[config.mk]
export PLATFORM = sky130hd
export DESIGN_NAME = imem_line_buffer_flat
export DESIGN_NICKNAME = d
export VERILOG_FILES = /design/src/rtl/imem_line_buffer_pkg.sv /design/src/rtl/imem_line_buffer_if.sv /design/src/rtl/imem_line_store.sv /design/src/rtl/imem_line_buffer.sv /design/src/flat_wrapper.sv
export SDC_FILE = /design/constraint.sdc
export NUM_CORES = 1
export LEC_CHECK = 0
export CELL_PAD_IN_SITES_DETAIL_PLACEMENT = 0
export CELL_PAD_IN_SITES_GLOBAL_PLACEMENT = 1
export CORE_UTILIZATION = 50
export DETAILED_ROUTE_END_ITERATION = 6
export GPL_TIMING_DRIVEN = 0
export PLACE_DENSITY = 0.82
export SETUP_SLACK_MARGIN = 0.05
export SLEW_MARGIN = 10
export SYNTH_ARGS = -nofsm -noshare
export SYNTH_HDL_FRONTEND = slang
export SYNTH_HIERARCHICAL = 1
export SYNTH_SLANG_ARGS = --single-unit
[constraint.sdc]
create_clock -name clk -period 4.2 [get_ports clk]
set_input_delay 0.63 -clock clk [delete_from_list [all_inputs] [get_ports clk]]
set_output_delay 0.63 -clock clk [all_outputs]
set_load 0.01 [all_outputs]
[src/rtl/imem_line_buffer_pkg.sv]
// ----------------------------------------------------------------------------
// imem_line_buffer_pkg
// Shared definitions for the instruction-fetch line buffer and the memory-side
// blocks that talk to it: line geometry, tag width and the controller states.
// ----------------------------------------------------------------------------
package imem_line_buffer_pkg;

    localparam int BURST_BEATS = 4;                     // 64-bit beats per line
    localparam int BEAT_W      = 64;
    localparam int WORD_W      = 32;
    localparam int LINE_W      = BURST_BEATS * BEAT_W;  // 256-bit line
    localparam int OFFSET_W    = 5;                     // byte offset in a line
    localparam int TAG_W       = 32 - OFFSET_W;         // addr[31:5]

    typedef enum logic [1:0] {
        ST_IDLE  = 2'd0,
        ST_REQ   = 2'd1,
        ST_BURST = 2'd2,
        ST_RESP  = 2'd3
    } state_e;

    // Line-aligned burst address for a fetch address.
    function automatic logic [31:0] line_base(input logic [31:0] addr);
        return {addr[31:OFFSET_W], {OFFSET_W{1'b0}}};
    endfunction

endpackage

[src/rtl/imem_line_buffer_if.sv]
// ----------------------------------------------------------------------------
// imem_line_buffer_if
// Bundles the fetch-side request/response signals and the burst-memory side
// signals of the line buffer.
//   slave  : the line buffer's view (receives fetch requests and beats)
//   master : the environment's view (issues fetches, serves bursts)
// ----------------------------------------------------------------------------
interface imem_line_buffer_if;
    import imem_line_buffer_pkg::*;

    logic [31:0]       imem_addr;
    logic [3:0]        imem_rmask;
    logic [WORD_W-1:0] imem_rdata;
    logic              imem_resp;
    logic              flush;
    logic [31:0]       bmem_addr;
    logic              bmem_read;
    logic [BEAT_W-1:0] bmem_rdata;
    logic              bmem_resp;

    modport slave (
        input  imem_addr, imem_rmask, flush, bmem_rdata, bmem_resp,
        output imem_rdata, imem_resp, bmem_addr, bmem_read
    );

    modport master (
        output imem_addr, imem_rmask, flush, bmem_rdata, bmem_resp,
        input  imem_rdata, imem_resp, bmem_addr, bmem_read
    );

endinterface

[src/rtl/imem_line_store.sv]
// ----------------------------------------------------------------------------
// imem_line_store
// One 256-bit line held as four 64-bit beat registers. A beat write replaces
// one slot; the 32-bit read port selects a word combinationally.
//   clk, rst   : clock, asynchronous active-low reset (clears the line)
//   wr_en      : write wr_data into slot wr_beat
//   rd_word    : word index within the line (bits [2:1] beat, bit [0] half)
//   rd_data    : selected 32-bit word
// ----------------------------------------------------------------------------
module imem_line_store
    import imem_line_buffer_pkg::*;
(
    input  logic              clk,
    input  logic              rst,
    input  logic              wr_en,
    input  logic [1:0]        wr_beat,
    input  logic [BEAT_W-1:0] wr_data,
    input  logic [2:0]        rd_word,
    output logic [WORD_W-1:0] rd_data
);

    logic [BEAT_W-1:0] line_w [BURST_BEATS];
    logic [BEAT_W-1:0] rd_beat;

    genvar gi;
    generate
        for (gi = 0; gi < BURST_BEATS; gi++) begin : g_beat
            logic [BEAT_W-1:0] beat_q;
            logic [BEAT_W-1:0] beat_d;

            always_comb begin
                beat_d = beat_q;
                if (wr_en && (wr_beat == 2'(gi))) begin
                    beat_d = wr_data;
                end
            end

            always_ff @(posedge clk or negedge rst) begin
                if (!rst) begin
                    beat_q <= '0;
                end else begin
                    beat_q <= beat_d;
                end
            end

            assign line_w[gi] = beat_q;
        end
    endgenerate

    always_comb begin
        rd_beat = line_w[rd_word[2:1]];
        rd_data = rd_word[0] ? rd_beat[63:32] : rd_beat[31:0];
    end

endmodule

[src/rtl/imem_line_buffer.sv]
// ----------------------------------------------------------------------------
// imem_line_buffer
// Single-line instruction buffer. A fetch that hits the held line answers the
// following cycle; a miss fetches the whole 32-byte line with one burst read
// (four 64-bit beats) and answers one cycle after the last beat. A flush
// cancels the outstanding answer but never the line fill itself.
//   clk  : clock, rising edge
//   rst  : asynchronous active-low reset
//   bus  : fetch port (imem_*, flush) and burst-memory port (bmem_*)
// ----------------------------------------------------------------------------
module imem_line_buffer #(
    parameter int BURST_BEATS = imem_line_buffer_pkg::BURST_BEATS
) (
    input  logic               clk,
    input  logic               rst,
    imem_line_buffer_if.slave  bus
);
    import imem_line_buffer_pkg::*;

    localparam int BEAT_CNT_W = $clog2(BURST_BEATS);

    state_e                  state_q,     state_d;
    logic [31:2]             addr_q,      addr_d;
    logic [TAG_W-1:0]        tag_q,       tag_d;
    logic                    valid_q,     valid_d;
    logic                    hit_pend_q,  hit_pend_d;
    logic                    cancel_q,    cancel_d;
    logic                    bmem_read_q, bmem_read_d;
    logic [31:0]             bmem_addr_q, bmem_addr_d;
    logic [BEAT_CNT_W-1:0]   beat_cnt_q,  beat_cnt_d;

    logic                    req;
    logic                    hit;
    logic                    last_beat;
    logic                    line_wr_en;
    logic                    resp_raw;
    logic [WORD_W-1:0]       line_word;
    logic                    unused_addr_lsbs;

    // Byte lane bits play no part in word selection.
    assign unused_addr_lsbs = ^bus.imem_addr[1:0];

    assign req       = |bus.imem_rmask;
    assign hit       = valid_q && (tag_q == bus.imem_addr[31:OFFSET_W]);
    assign last_beat = (beat_cnt_q == BEAT_CNT_W'(BURST_BEATS - 1));

    always_comb begin
        state_d     = state_q;
        addr_d      = addr_q;
        tag_d       = tag_q;
        valid_d     = valid_q;
        hit_pend_d  = 1'b0;
        cancel_d    = cancel_q;
        bmem_read_d = 1'b0;
        bmem_addr_d = bmem_addr_q;
        beat_cnt_d  = beat_cnt_q;
        line_wr_en  = 1'b0;

        case (state_q)
            // RESP behaves like IDLE for new requests so that back-to-back
            // fetches are accepted in the response cycle.
            ST_IDLE, ST_RESP: begin
                state_d = ST_IDLE;
                if (req) begin
                    addr_d   = bus.imem_addr[31:2];
                    cancel_d = 1'b0;
                    if (hit) begin
                        hit_pend_d = 1'b1;
                    end else begin
                        valid_d     = 1'b0;
                        bmem_read_d = 1'b1;
                        bmem_addr_d = line_base(bus.imem_addr);
                        state_d     = ST_REQ;
                    end
                end
            end

            ST_REQ: begin
                if (bus.flush) begin
                    cancel_d = 1'b1;
                end
                state_d = ST_BURST;
            end

            ST_BURST: begin
                if (bus.flush) begin
                    cancel_d = 1'b1;
                end
                if (bus.bmem_resp) begin
                    line_wr_en = 1'b1;
                    beat_cnt_d = beat_cnt_q + 1'b1;
                    if (last_beat) begin
                        valid_d = 1'b1;
                        tag_d   = addr_q[31:OFFSET_W];
                        // A flush seen anywhere during the fill, including
                        // this last beat, drops the answer.
                        state_d = (cancel_q || bus.flush) ? ST_IDLE : ST_RESP;
                    end
                end
            end

            default: state_d = ST_IDLE;
        endcase
    end

    always_ff @(posedge clk or negedge rst) begin
        if (!rst) begin
            state_q     <= ST_IDLE;
            addr_q      <= '0;
            tag_q       <= '0;
            valid_q     <= 1'b0;
            hit_pend_q  <= 1'b0;
            cancel_q    <= 1'b0;
            bmem_read_q <= 1'b0;
            bmem_addr_q <= '0;
            beat_cnt_q  <= '0;
        end else begin
            state_q     <= state_d;
            addr_q      <= addr_d;
            tag_q       <= tag_d;
            valid_q     <= valid_d;
            hit_pend_q  <= hit_pend_d;
            cancel_q    <= cancel_d;
            bmem_read_q <= bmem_read_d;
            bmem_addr_q <= bmem_addr_d;
            beat_cnt_q  <= beat_cnt_d;
        end
    end

    imem_line_store u_line_store (
        .clk     (clk),
        .rst     (rst),
        .wr_en   (line_wr_en),
        .wr_beat (beat_cnt_q),
        .wr_data (bus.bmem_rdata),
        .rd_word (addr_q[4:2]),
        .rd_data (line_word)
    );

    // The response is gated by flush in its own cycle, so a mispredict that
    // arrives as the answer goes out still suppresses it.
    assign resp_raw       = (state_q == ST_RESP) || hit_pend_q;
    assign bus.imem_resp  = resp_raw && !bus.flush;
    assign bus.imem_rdata = bus.imem_resp ? line_word : '0;
    assign bus.bmem_read  = bmem_read_q;
    assign bus.bmem_addr  = bmem_addr_q;

endmodule

[src/flat_wrapper.sv]
// flat-port wrapper written by rule: the top's interface ports become plain ports
module imem_line_buffer_flat import imem_line_buffer_pkg::*;
#(
    parameter int BURST_BEATS = imem_line_buffer_pkg::BURST_BEATS
)
  (clk, rst, bus_imem_addr, bus_imem_rmask, bus_flush, bus_bmem_rdata, bus_bmem_resp, bus_imem_rdata, bus_imem_resp, bus_bmem_addr, bus_bmem_read);
  imem_line_buffer_if bus_i ();
  input  logic clk;
  input  logic rst;
  input wire logic [$bits(bus_i.imem_addr)-1:0] bus_imem_addr;
  input wire logic [$bits(bus_i.imem_rmask)-1:0] bus_imem_rmask;
  input wire logic [$bits(bus_i.flush)-1:0] bus_flush;
  input wire logic [$bits(bus_i.bmem_rdata)-1:0] bus_bmem_rdata;
  input wire logic [$bits(bus_i.bmem_resp)-1:0] bus_bmem_resp;
  output wire logic [$bits(bus_i.imem_rdata)-1:0] bus_imem_rdata;
  output wire logic [$bits(bus_i.imem_resp)-1:0] bus_imem_resp;
  output wire logic [$bits(bus_i.bmem_addr)-1:0] bus_bmem_addr;
  output wire logic [$bits(bus_i.bmem_read)-1:0] bus_bmem_read;
  assign bus_i.imem_addr = bus_imem_addr;
  assign bus_i.imem_rmask = bus_imem_rmask;
  assign bus_i.flush = bus_flush;
  assign bus_i.bmem_rdata = bus_bmem_rdata;
  assign bus_i.bmem_resp = bus_bmem_resp;
  assign bus_imem_rdata = bus_i.imem_rdata;
  assign bus_imem_resp = bus_i.imem_resp;
  assign bus_bmem_addr = bus_i.bmem_addr;
  assign bus_bmem_read = bus_i.bmem_read;
  imem_line_buffer #(.BURST_BEATS(BURST_BEATS)) u_core (.clk(clk), .rst(rst), .bus(bus_i));
endmodule
# Word-level counts from Yosys, hierarchy flattened
# Index checks and enable logic that the tools add are counted.
# word_totals
output_inout_bits,66
wordCells,78
ff_bits,348
input_bits,104
# op_classes
add_sub_neg,1
n_reduce_logical,22
mux,27
order_cmp,1
n_eq_ne,12
n_bitwise,2
# ops
op,n
64-bit binary-select mux with 2-bit select,1
64-bit two-way mux,2
32-bit two-way mux,2
27-bit == test,1
1-bit two-way mux,15
"2-bit == test, second input constant",4
2-bit two-way mux,4
2-bit AND reduction,4
1-bit logical AND,6
"2-bit by 1-bit inequality test with 1-bit output, second input constant",3
2-bit case mux with 3 select lines,1
3-bit AND reduction,2
5-bit AND reduction,1
"2-bit by 1-bit == test with 1-bit output, second input constant",2
2-bit logical NOT,2
"2-bit inequality test, second input constant",2
1-bit case mux with 2 select lines,2
2-bit OR reduction,2
4-bit OR reduction,1
"3-bit >= comparator, second input constant",1
2-bit NOT with 3-bit output,1
"2-bit by 1-bit adder with 2-bit output, second input constant",1
1-bit logical OR,2
2-bit nonzero test,1
2 further kinds,2

# Depth between registers and ports, before layout
# logic_depth
ltp_word,6
ltp_mapped,9
mapped_depth_nobuf,7

# Cells and area by module
# Netlist, hierarchy kept.
# modules_own_cells
module,cells_per_inst,area_per_inst_um2,seq_area_each_um2,n_inst
imem_line_store,657,11531.1,6406.1,1
imem_line_buffer,291,4157.7,2302.2,1

# Worst setup path after synthesis
# No wires, ideal clock.
# synth_timing
path_kind,register to output
startpoint,register u_core/addr_q[3] in the netlist's numbering
endpoint,output port bus_imem_rdata[11]
arrival_ps,1597
slack_ps,1973
n_path_buf,2
stages_incl_launch_ff,6
t_required_ps,3570
path_cell_list,dfrtp_1 > buf_6 > buf_6 > mux4_1 > mux2_2 > and2_1
# synth_via
elab_chain_cells,6
# synth_rtl
item,line_no,source
from (decl),imem_line_buffer.sv:23,"logic [31:2] addr_q, addr_d;"
from (signal assigned),imem_line_buffer.sv:119,addr_q <= addr_d;
2-bit NOT with 3-bit output (not written as such),imem_line_store.sv:51,rd_beat = line_w[rd_word[2:1]];
64-bit binary-select mux with 2-bit select,imem_line_store.sv:51,
64-bit two-way mux (not written as such) (2 in series),imem_line_store.sv:51,
32-bit two-way mux,imem_line_store.sv:52,rd_data = rd_word[0] ? rd_beat[63:32] : rd_beat[31:0];
via u_core.line_word[11],imem_line_buffer.sv:37,logic [WORD_W-1:0] line_word;
32-bit two-way mux,imem_line_buffer.sv:144,assign bus.imem_rdata = bus.imem_resp ? line_word : '0;
to (decl),flat_wrapper.sv:15,output wire logic [$bits(bus_i.imem_rdata)-1:0] bus_imem_rdata;
# The timed path passes the listed nets, and every way through them passes these cells. The select of a mux whose other input is x is not followed.

# Worst setup path in the final report
# layout_timing
startpoint,input port bus_flush
endpoint,output port bus_imem_rdata[1]
# layout_via
elab_chain_cells,3
# layout_rtl
item,line_no,source
from (decl),flat_wrapper.sv:12,input wire logic [$bits(bus_i.flush)-1:0] bus_flush;
1-bit logical NOT,imem_line_buffer.sv:143,assign bus.imem_resp = resp_raw && !bus.flush;
1-bit logical AND,imem_line_buffer.sv:143,
32-bit two-way mux,imem_line_buffer.sv:144,
# No other way between the ends.

==> metrics <==
outcome finished with violations; failing checks design-rule violations; Required @ worst endpoint roughly 3600 ps; fin cells about 1600; CTS tree built; slowest CP cell clkbuf_1; worst r2r src u_core/state_q[0]; CTS max path bufs 3; Port-buffer cells 162; Worst path max stage delay 610 ps; Die H 179 um; RSZ-0062 raised after global routing no; Yosys top cell area share 0.555; distinct cell type count of the synthesized netlist 34; P_leak 8.67 nW; first drt pass iteration count 7; Routed WL 33.7 mm; P&R area growth vs syn 21.9%; CP Class input pin to primary output; setup bufs post-CTS 0; vias in the first global route 9421; initial core utilization 0.510; Total GRT Usage 0.218; dpl hpwl around 22 mm; Slew @ Worst Pin around 850 ps; Clock Sink Count 348; maximum fanout along the worst path 10; worst-path cell chain clkdlybuf4s50_1, nor2_1, clkbuf_1, and2_1, clkdlybuf4s50_1; WHS Endpoint u_core/u_line_store/g_beat[3].beat_q[11]; most common library cell in the layout ignoring fill and taps mux2_2; cts-stage hold buffer count 1; skew final between 20 and 25 ps; routability cong. 0.715; Filler cells 2343; Setup crit end kind primary output; worst reg2reg path endpoint u_core/u_line_store/g_beat[0].beat_q[4]; die area 32100 um2; initial antenna violation count 2; CP Data Arrival Time 3050 ps; DRT iter0 DRCs 376; Hold Crit Depth 1; nets 1267; wire per inst 21.3 um; Pins Over Slew Limit 0; hold_ws between 400 and 500 ps; Post-Place Cells ~1500; Ys Warns 6; GRT overflow 0; final setup violation count 0; Critical Path Source Type input pin; H-tree levels 2; Yosys reg bits 348; CTS root buf clkbuf_16; r2r setup slk 1840 ps; Cells after Synth 948; Post-Syn Area roughly 16000 um2; vias per cell 5.59; number of top-level pins 170; hold crit path type flip-flop to flip-flop; hold wc startpoint u_core/u_line_store/g_beat[3].beat_q[11]; Die Wd 179 um; Max Cap Violations 0; Num CTS Buffers 39; Seq/Total Area, Yosys 0.555; first-pass GRT wire length 52.6 mm; post-route ant nets 0; Post-Syn Area per Cell around 17 um2; synth top area cells dfrtp_1 (56%), mux2_2 (25%), mux4_1 (6.7%); site row count 64; Final Hold Viols 0; Max Freq ~270 MHz; largest net degree at the start of global routing 112; CTS clock-pin slew for the worst setup and hold paths 50 ps; headroom to the max-slew limit 0.435; min Tclk post-route ~3700 ps; # DRC 26; later-pin clock latency in the skew report between 500 and 600 ps; core area 30700 um2; Worst Reg-to-Reg Cells 8; Pwr Density 709 nW/um2; most frequent cells in the layout mux2_2 (354), dfrtp_1 (348), clkdlybuf4s50_1 (161), clkbuf_16 (40), mux4_1 (40); routed vias 8849; Worst path most repeated cell clkdlybuf4s50_1; share of cells above drive strength 1 0.428; post_cts resized 0; VDD IR max approximately 0.44 mV; Final period util 0.877; biggest area consumer among synthesized cells dfrtp_1
-- state kept, by name (all words and copies together) (netlist names) --
register / cells
u_core/u_line_store/g_beat.beat_q: 256
u_core/addr_q: 30
u_core/bus.bmem_addr: 27
u_core/tag_q: 27
u_core/beat_cnt_q: 2
u_core/state_q: 2
u_core/bus.bmem_read: 1
u_core/cancel_q: 1
u_core/hit_pend_q: 1
u_core/valid_q: 1
-- routing by layer --
metal  global-route usage  share of wire  vias to the layer above
met2                0.364           0.49                      181
met5                    0        0.00050                        -
met1                0.296           0.45                     4667
met4               0.0595          0.022                        2
met3               0.0358          0.040                       50
li1                     -              -                     3949
-- cells by family (layout without fill, tap and decap cells) --
group / after synthesis / in the layout / synth area share
compound gates: 9 / 9 / 0.00622
xor+xnor: 28 / 28 / 0.0156
fa+ha+maj: 4 / 4 / 0.00319
buf+inv: 65 / 299 / 0.0240
flops: 348 / 348 / 0.555
mux: 437 / 437 / 0.374
other cells: 1 / 6 / 0.000239
simple gates: 56 / 56 / 0.0219
-- worst max-delay path by stage --
| stage | start | to | cells after the start |
|---|---|---|---|
| 2_1_floorplan | u_core/addr_q[3] | bus_imem_rdata[11] | 5 |
| 3_3_place_gp | rst | u_core/bus.bmem_addr[14] | 1 |
| 3_5_place_dp | bus_flush | bus_imem_rdata[1] | 5 |
| 4_1_cts | bus_flush | bus_imem_rdata[1] | 5 |
| 5_1_grt | u_core/state_q[0] | bus_imem_rdata[1] | 6 |
| 6_report | bus_flush | bus_imem_rdata[1] | 5 |
-- layout make-up --
cell class | count | area, um2 | share of cell area
antenna | 1 | 2.50 | 0.000131
multi-input combinational | 539 | 6620 | 0.346
inverter | 4 | 15.0 | 0.000785
clock inverter | 8 | 82.6 | 0.00432
tap | 396 | 495 | 0.0259
timing repair buffer | 166 | 1720 | 0.0899
sequential | 348 | 8710 | 0.455
clock buffer | 60 | 1120 | 0.0584
buffer | 61 | 362 | 0.0189
-- synthesized netlist by cell type --
master	n
mux4_1	40
nor4_2	2
mux2_2	354
nor2b_1	1
buf_6	9
clkbuf_1	5
mux2_4	19
nor2_1	4
and3_1	1
nand2_1	5
nand3b_1	2
o32a_1	1
a21oi_1	2
o41ai_4	1
buf_1	5
mux4_2	24
o21ai_0	1
conb_1	1
and2_1	32
a31oi_4	1
buf_4	5
a21boi_0	1
buf_2	37
o311ai_0	1
dfrtp_1	348
xnor2_1	24
nor3b_1	1
xor2_1	4
ha_1	4
o31ai_1	1
inv_1	4
nand3_1	1
or4_1	1
nand4_1	6
-- through the flow --
stage	worst slack (ps)	cell area [um2]	setup TNS [ps]	utilization	power [W]
final	518	19100	0	0.622	0.0136
after global routing	383	19100	0	0.622	0.0143
after CTS	426	19100	0	0.622	0.0137
after detailed placement	429	17900	0	0.582	0.0105
after global placement	-12640	17800	-4382030	0.580	0.0103
after floorplan	1970	15700	0	-	0.00901
-- critical path, delay by kind of cell --
| family | cells | cell delay [ps] |
|---|---|---|
| buffers and inverters | 3 | 1630 |
| AND/OR/NAND/NOR | 2 | 790 |
-- power breakdown --
group	switching (W)	internal, W
Clock	0.00129	0.00189
Combinational	0.00177	0.00306
Sequential	0.000716	0.00483
Note: power is estimated with default switching activity, not from simulation.
